===== config.mk =====
export PLATFORM = sky130hd
export DESIGN_NAME = ysyx_22040210_div_iter
export DESIGN_NICKNAME = d
export VERILOG_FILES = /design/src/rtl/ysyx_22040210_div_iter.sv
export SDC_FILE = /design/constraint.sdc
export NUM_CORES = 1
export LEC_CHECK = 0
export ABC_AREA = 1
export ABC_CLOCK_PERIOD_IN_PS = 4800
export CAP_MARGIN = 15
export CORE_MARGIN = 2
export CORE_UTILIZATION = 39
export DETAILED_ROUTE_END_ITERATION = 8
export PLACE_DENSITY = 0.58
export SYNTH_ARGS = -nofsm -noshare
export SYNTH_HDL_FRONTEND = slang
export SYNTH_SLANG_ARGS = --single-unit

===== constraint.sdc =====
create_clock -name clk -period 4.8 [get_ports clk]
set_input_delay 1.44 -clock clk [delete_from_list [all_inputs] [get_ports clk]]
set_output_delay 1.44 -clock clk [all_outputs]
set_load 0.03 [all_outputs]

===== src/rtl/ysyx_22040210_div_iter.sv =====
// rtl/ysyx_22040210_div_iter.sv - iterative restoring divider, signed/unsigned, optional 32-bit word mode
// Optional feature: define YSYX_22040210_DIV_EARLY_OUT_EN to skip the CALC phase when |dividend| < |divisor|.
// One quotient bit retires per CALC cycle; divide-by-zero and signed overflow always bypass CALC.
module ysyx_22040210_div_iter #(
   parameter int WIDTH = 64
) (
   input  logic             clk,
   input  logic             rst,
   input  logic             flush,
   input  logic             in_valid,
   output logic             in_ready,
   input  logic             signed_i,
   input  logic             word_i,
   input  logic [WIDTH-1:0] dividend_i,
   input  logic [WIDTH-1:0] divisor_i,
   output logic             out_valid,
   input  logic             out_ready,
   output logic [WIDTH-1:0] quotient_o,
   output logic [WIDTH-1:0] remainder_o,
   output logic             busy_o
);

   // Word mode only exists for 64-bit builds; SH is the shift that isolates the low 32 bits.
   localparam int SH = (WIDTH == 64) ? 32 : 0;
   localparam int CW = $clog2(WIDTH);
   localparam logic [WIDTH-1:0] MIN_FULL = {1'b1, {(WIDTH-1){1'b0}}};
   localparam logic [WIDTH-1:0] MIN_WORD = $signed(MIN_FULL) >>> SH;

   typedef enum logic [1:0] {IDLE, CALC, DONE} state_e;

   state_e state_q, state_d;

   logic [WIDTH-1:0] rem_q, quo_q, dvs_q;
   logic [CW-1:0]    cnt_q;
   logic             negq_q, negr_q, word_q;
   logic [WIDTH-1:0] quotient_q, remainder_q;

   function automatic logic [WIDTH-1:0] sext32(input logic [WIDTH-1:0] x);
      sext32 = $signed(x << SH) >>> SH;
   endfunction

   function automatic logic [WIDTH-1:0] zext32(input logic [WIDTH-1:0] x);
      zext32 = (x << SH) >> SH;
   endfunction

   logic             word_act, accept, a_neg, b_neg, div_zero, ovf, early, shortcut;
   logic [WIDTH-1:0] a_ext, b_ext, a_mag, b_mag, short_q, short_r;

   assign word_act = (WIDTH == 64) && word_i;
   assign in_ready = (state_q == IDLE) & ~flush & ~rst;
   assign accept   = in_valid & in_ready;
   assign out_valid = (state_q == DONE) & ~rst;
   assign busy_o    = (state_q != IDLE) & ~rst;
   assign quotient_o  = quotient_q;
   assign remainder_o = remainder_q;

   // Operand conditioning: word extraction, sign detection, magnitudes and bypass cases.
   always_comb begin
      a_ext    = dividend_i;
      b_ext    = divisor_i;
      if (word_act) begin
         a_ext = signed_i ? sext32(dividend_i) : zext32(dividend_i);
         b_ext = signed_i ? sext32(divisor_i)  : zext32(divisor_i);
      end
      a_neg    = signed_i & a_ext[WIDTH-1];
      b_neg    = signed_i & b_ext[WIDTH-1];
      a_mag    = a_neg ? ('0 - a_ext) : a_ext;
      b_mag    = b_neg ? ('0 - b_ext) : b_ext;
      div_zero = (b_ext == '0);
      ovf      = signed_i && (a_ext == (word_act ? MIN_WORD : MIN_FULL)) && (b_ext == '1);
      shortcut = div_zero | ovf | early;
      short_q  = div_zero ? '1 : (ovf ? a_ext : '0);
      short_r  = (div_zero | early) ? (word_act ? sext32(a_ext) : a_ext) : '0;
   end

`ifdef YSYX_22040210_DIV_EARLY_OUT_EN
   assign early = (a_mag < b_mag);
`else
   assign early = 1'b0;
`endif

   logic [WIDTH:0]   rem_sh, diff;
   logic             ge;
   logic [WIDTH-1:0] rem_nx, quo_nx, q_sgn, r_sgn, fix_q, fix_r;

   // One restoring step plus the sign/word fixup used on the final iteration.
   always_comb begin
      rem_sh = {rem_q, quo_q[WIDTH-1]};
      diff   = rem_sh - {1'b0, dvs_q};
      ge     = ~diff[WIDTH];
      rem_nx = ge ? diff[WIDTH-1:0] : rem_sh[WIDTH-1:0];
      quo_nx = {quo_q[WIDTH-2:0], ge};
      q_sgn  = negq_q ? ('0 - quo_nx) : quo_nx;
      r_sgn  = negr_q ? ('0 - rem_nx) : rem_nx;
      fix_q  = word_q ? sext32(q_sgn) : q_sgn;
      fix_r  = word_q ? sext32(r_sgn) : r_sgn;
   end

   // Next-state logic; flush wins over any handshake.
   always_comb begin
      state_d = state_q;
      case (state_q)
         IDLE:    if (accept) state_d = shortcut ? DONE : CALC;
         CALC:    if (cnt_q == '0) state_d = DONE;
         DONE:    if (out_ready) state_d = IDLE;
         default: state_d = IDLE;
      endcase
      if (flush) state_d = IDLE;
   end

   // State register.
   always_ff @(posedge clk) begin
      if (rst) state_q <= IDLE;
      else     state_q <= state_d;
   end

   // Datapath: load magnitudes on accept, iterate in CALC, publish results entering DONE.
   always_ff @(posedge clk) begin
      if (rst) begin
         rem_q       <= '0;
         quo_q       <= '0;
         dvs_q       <= '0;
         cnt_q       <= '0;
         negq_q      <= 1'b0;
         negr_q      <= 1'b0;
         word_q      <= 1'b0;
         quotient_q  <= '0;
         remainder_q <= '0;
      end else begin
         case (state_q)
            IDLE: if (accept) begin
               dvs_q  <= b_mag;
               rem_q  <= '0;
               quo_q  <= word_act ? (a_mag << SH) : a_mag;
               cnt_q  <= word_act ? CW'(31) : CW'(WIDTH-1);
               negq_q <= a_neg ^ b_neg;
               negr_q <= a_neg;
               word_q <= word_act;
               if (shortcut) begin
                  quotient_q  <= short_q;
                  remainder_q <= short_r;
               end
            end
            CALC: begin
               rem_q <= rem_nx;
               quo_q <= quo_nx;
               cnt_q <= cnt_q - CW'(1);
               if (cnt_q == '0 && !flush) begin
                  quotient_q  <= fix_q;
                  remainder_q <= fix_r;
               end
            end
            default: ;
         endcase
      end
   end

endmodule


# After elaboration in Yosys (flattened, before gate mapping)
# Index checks and enable logic that the tools add are counted.
[totals]
register_bits = 331
inputBits = 135
wordCells = 88
[op_classes]
n_addsub = 6
eq_ne = 9
n_mux = 37
bitwise = 12
n_reduce_logical = 14
[op_table]
columns = ["op", "count"]
rows = [
  ["64-bit two-way mux", 24],
  ["64-bit one-hot mux with 2 select lines", 4],
  ["1-bit by 64-bit subtractor with 64-bit output, first input constant", 4],
  ["65-bit by 64-bit subtractor with 65-bit output", 1],
  ["64-bit == test", 1],
  ["64-bit == test, second input constant", 1],
  ["64-bit zero test", 1],
  ["63-bit two-way mux", 1],
  ["6-bit two-way mux", 2],
  ["6-bit one-hot mux with 2 select lines", 1],
  ["2-bit != test, second input constant", 5],
  ["2-bit two-way mux", 4],
  ["1-bit AND", 7],
  ["6-bit zero test", 1],
  ["2-bit one-hot mux with 3 select lines", 1],
  ["6-bit by 1-bit subtractor with 6-bit output, second input constant", 1],
  ["2-bit AND reduction", 2],
  ["4-bit AND reduction", 1],
  ["2-bit nonzero test", 2],
  ["1-bit logical AND", 3],
  ["1-bit inverter", 3],
  ["3-bit AND reduction", 1],
  ["2-bit by 1-bit == test with 1-bit output, second input constant", 1],
  ["2-bit == test, second input constant", 1],
  ["5 further kinds", 5],
]

# Logic depth before layout (Yosys ltp)
[logic_depth]
ltp_word = 10
ltp_mapped = 41
ltp_nobuf = 38

# Least setup slack after synthesis
# OpenSTA, ideal clock, no wires.
[synth_path]
path_type = "register to register"
start = "register quo_q[63]"
end = "register quotient_q[60] (netlist: quotient_o[60])"
t_arrival_ps = 4808
slack_ps = -128
path_stages_with_launch = 41
n_path_buf = 3
cell_sequence = "dfxtp_1 > inv_1 > ha_1 > fa_1 > inv_1 > nand2_1 > nand2_1 > nand3_1 > nand2_1 > nand2_1 > nand2_2 > nand2_1 > nand2_2 > nand2_4 > nand2_4 > nand2_4 > nand2_4 > buf_8 > [5 not listed] > nand3_1 > inv_1 > nand4_1 > nand2_1 > nand2_1 > inv_1 > o21ai_0 > inv_1 > o21ai_0 > nor2_1 > inv_1 > a21oi_1 > o21ai_1 > a21oi_1 > xor2_1 > o21ai_0 > nand2_1 > a21oi_1"
[synth_via]
elab_chain_len = 7
[synth_rtl]
columns = ["item", "line_no", "text"]
rows = [
  ["start, declared", "33", "logic [WIDTH-1:0] rem_q, quo_q, dvs_q;"],
  ["start signal, assigned", "134", "quo_q <= word_act ? (a_mag << SH) : a_mag;"],
  ["start signal, assigned", "146", "quo_q <= quo_nx;"],
  ["65-bit by 64-bit subtractor with 65-bit output", "89", "diff = rem_sh - {1'b0, dvs_q};"],
  ["1-bit inverter", "90", "ge = ~diff[WIDTH];"],
  ["1-bit by 64-bit subtractor with 64-bit output", "93", "q_sgn = negq_q ? ('0 - quo_nx) : quo_nx;"],
  ["64-bit two-way mux", "93", ""],
  ["64-bit two-way mux", "95", "fix_q = word_q ? sext32(q_sgn) : q_sgn;"],
  ["64-bit two-way mux", "148", "if (cnt_q == '0 && !flush) begin"],
  ["64-bit one-hot mux with 2 select lines", "130", "case (state_q)"],
  ["end signal, assigned", "140", "quotient_q <= short_q;"],
  ["end signal, assigned", "149", "quotient_q <= fix_q;"],
  ["end, declared", "36", "logic [WIDTH-1:0] quotient_q, remainder_q;"],
]
# No other way between the ends. The select of a mux whose other input is x is not followed.
# A chain may end at the register's enable or synchronous reset.

# Worst setup path in the final report
[layout_path]
start = "input port signed_i"
end = "register quotient_q[55] (netlist: quotient_o[55])"
[layout_via]
elab_chain_len = 10
[layout_rtl]
columns = ["item", "line_no", "text"]
rows = [
  ["start, declared", "12", "input logic signed_i,"],
  ["64-bit two-way mux", "62", "a_ext = signed_i ? sext32(dividend_i) : zext32(dividend_i);"],
  ["64-bit two-way mux", "61", "if (word_act) begin"],
  ["64-bit == test", "70", "ovf = signed_i && (a_ext == (word_act ? MIN_WORD : MIN_FULL)) && (b_ext == '1);"],
  ["1-bit logical AND (2 in a row)", "70", ""],
  ["64-bit two-way mux (2 in a row)", "72", "short_q = div_zero ? '1 : (ovf ? a_ext : '0);"],
  ["64-bit two-way mux", "139", "if (shortcut) begin"],
  ["64-bit two-way mux", "131", "IDLE: if (accept) begin"],
  ["64-bit one-hot mux with 2 select lines", "130", ""],
]
# Several ways; a longest one is shown, not always the timed one. The select of a mux whose other input is x is not followed.

==> impl_metrics.json <==
{
  "dr.pass1.iters": 6,
  "die_x_um": 278,
  "vias_per_cell": 5.50,
  "fin_nets": 5921,
  "root_buffer": "clkbuf_16",
  "die_area_mm2": 0.0771,
  "synth_edf_count": 0,
  "dpl.hpwl_um": 119000,
  "irDropWorstVdd_uv": 218,
  "path_max_fanout": 34,
  "whs_ns": 0.500,
  "critical_path.cell_chain": "clkdlybuf4s15_1, nand3_2, buf_12, nand2_2, inv_1, nor4_1, nand3_1, nor4_4, nand4_1, nor4_4, nand4_1, buf_4, o211ai_1, buf_4, buf_4, buf_6, nand2_1, a21oi_1",
  "required_ns": 5.33,
  "htreeDepth": 2,
  "p_clk_share_pct": 37.3,
  "status": "finished clean",
  "gr-total-overflow": 0,
  "drc": 0,
  "min_path_type": "flop to flop",
  "synth_area_leaders": "dfxtp_1, nand2_1, inv_1",
  "clock_path_buffers": 3,
  "clk_pin_slew_ns": 0.06,
  "skew_ns": 0.0269,
  "syn2layout_area_growth_pct": 29.8,
  "clock.fmax_mhz": 215,
  "critPathKind": "primary input to flop",
  "chipHeight_um": 278,
  "clk-insertion-delay-late_ns": 0.60,
  "drive_gt1_share_pct": 12.8,
  "seq_power_share_pct": 30.6,
  "setup_violations": 0,
  "syn_avg_cell_area_um2": 5.70,
  "cp_slowest_cell": "nor4_4",
  "setup-tns-final_ns": 0,
  "power.density_mw_per_mm2": 251,
  "p_sw_share_pct": 37.1,
  "p_sw_mw": 3.53,
  "wirelength_um": 147000,
  "numCtsBuffers": 42,
  "clock-sinks": 331,
  "yosys.area.top_type": "dfxtp_1",
  "synth_top_area_share_pct": 22.7,
  "grt_pass1_wl_um": 215000,
  "period_share_pct": 97.1,
  "internal-power_mw": 5.98,
  "ant_nets": 0,
  "dp_slack_ns": -1.11,
  "startpoint_type": "primary input",
  "cts_tree": "built",
  "layout.cells.non_filler": 6719,
  "layout_common_cells": "nand2_1, inv_1, nor2_1, buf_4, o21ai_0",
  "combPwrFrac_pct": 32.0,
  "synth_nets": 5328,
  "io_pins": 266,
  "drtIter0Drc": 4515,
  "routabilityCongestion": 1.06,
  "critPathMaxStageDelay_ns": 0.39,
  "vias": 36900,
  "finalCoreUtilization_pct": 51.0,
  "synth_seq_area_share_pct": 22.7,
  "antenna_found_initial": 9,
  "row_count": 100,
  "path_delay_family": "simple AND/OR/NAND/NOR gates",
  "hold_viol": 0,
  "grt_max_degree": 137,
  "dp_cells": 6631,
  "crit_buf_inv": 7,
  "drt-wirelength-per-cell_um": 21.9,
  "fin_crit_ns": 4.66,
  "final_common_cell": "nand2_1",
  "endpoint_kind": "flop",
  "maxSlewHeadroom_pct": 28.2,
  "ys.warnings.count": 0,
  "grtUsageTotal_pct": 36.8,
  "cpMostUsedCell": "buf_4",
  "synth.distinct_cells": 70,
  "synthCells": 5121,
  "hold_buffers": 0,
  "synth_ff_type": "dfxtp_1",
  "setup_ws_ns": 0.140,
  "p_leak_nw": 19.0,
  "slew_violations": 0,
  "ys_ff_latch": 331,
  "async_flop_share_pct": 0,
  "first_global_vias": 33600,
  "initial_core_util_pct": 39.3,
  "synth_area_mm2": 0.0292,
  "coreArea_mm2": 0.0743,
  "crit_arrival_ns": 5.19,
  "maxCapViolCount": 0,
  "tightest_slew_ns": 1.07,
  "port_buffers": 265
}
## worst paths after layout
| check | from | endpoint | slack (ns) | depth (start not counted) |
|---|---|---|---|---|
| worst max-delay path | signed_i | quotient_o[55]$_SDFFE_PP0P_ | 0.14 | 18 |
| worst min-delay path | rem_q[58]$_SDFFE_PP0P_ | rem_q[58]$_SDFFE_PP0P_ | 0.50 | 2 |
| worst max register to register | dvs_q[54]$_SDFFE_PP0P_ | remainder_o[53]$_SDFFE_PP0P_ | 0.27 | 27 |
| worst min register to register | rem_q[58]$_SDFFE_PP0P_ | rem_q[58]$_SDFFE_PP0P_ | 0.50 | 2 |
## metal layers
metal	vias to the layer above	wire (um)	global-route usage [%]
met4	12	5060	11.5
met5	-	79	0
li1	17800	-	-
met1	17000	65000	52.6
met2	1888	58500	52.5
met3	234	18500	10.9
## synth_stat cells, drive strengths merged, types with 2 or more instances
library cell  instances
nand2              1399
inv                 781
nor2                567
o21ai               444
a21oi               394
dfxtp               331
nand3               258
clkbuf              145
nor3                108
xor2                 83
a31oi                79
buf                  77
ha                   71
nand4                67
nor4                 50
o211ai               40
xnor2                35
o31ai                31
o221ai               26
nand3b               18
o21bai               17
or2                  15
a41oi                 9
o21a                  9
o22ai                 8
a211oi                6
o41ai                 6
and2                  4
and3                  4
a2111oi               3
a21boi                3
a21o                  3
a31o                  3
clkinv                3
nor3b                 3
o311ai                3
or3                   3
or4                   3
a221oi                2
o2111ai               2
o32ai                 2
## stage by stage
step                area (um^2)  power [mW]
floorplan                 29200        4.55
global placement          36100        5.86
detailed placement        36100        5.86
CTS                       37600        9.40
global route              37900        9.87
finish                    37900        9.51
## worst reg2reg max path, delay by kind of cell (launching register included)
| family | cells | cell delay, ns |
|---|---|---|
| simple gates | 18 | 2.41 |
| compound gates | 4 | 0.80 |
| buf+inv | 4 | 0.64 |
| flops | 1 | 0.29 |
| fa+ha+maj | 1 | 0.33 |
## area by class of cell
class	instances	area (um^2)
inverters	784	2960
fillers	8000	36400
repair buffers	770	6730
flip-flops and latches	331	6630
clock buffers	58	1200
multi-input cells	3785	18900
well taps	969	1210
diodes	2	5.00
clock inverters	20	314
## cell families after synthesis
kind of cell    share of synthesized area [%]
simple gates                             36.1
compound gates                           21.0
buf+inv                                  13.5
flops                                    22.7
xor+xnor                                 3.56
fa+ha+maj                                3.11
## power by group through the flow
stage                     Combinational [mW]  Sequential (mW)  Clock (mW)
after floorplan                         1.60             2.95           0
after global placement                  2.90             2.96           0
after detailed placement                2.89             2.96           0
after CTS                               2.91             2.90        3.59
after global routing                    3.28             2.92        3.67
final                                   3.05             2.91        3.55
## sequential cells by signal, summed over array words and instances, names as in the netlist, 2 cells and up
| register | count |
|---|---|
| rem_q | 64 |
| cnt_q | 6 |
| quo_q | 64 |
| dvs_q | 64 |
| state_q | 2 |
| remainder_o | 64 |
| quotient_o | 64 |
## what timing repair did
item	4_1_cts	5_1_grt
buffers inserted	0	5
gates resized for setup	5	63
pin swaps	0	15
setup endpoints to repair	33	74
cloned	0	3
Note: power is estimated with default switching activity, not from simulation.
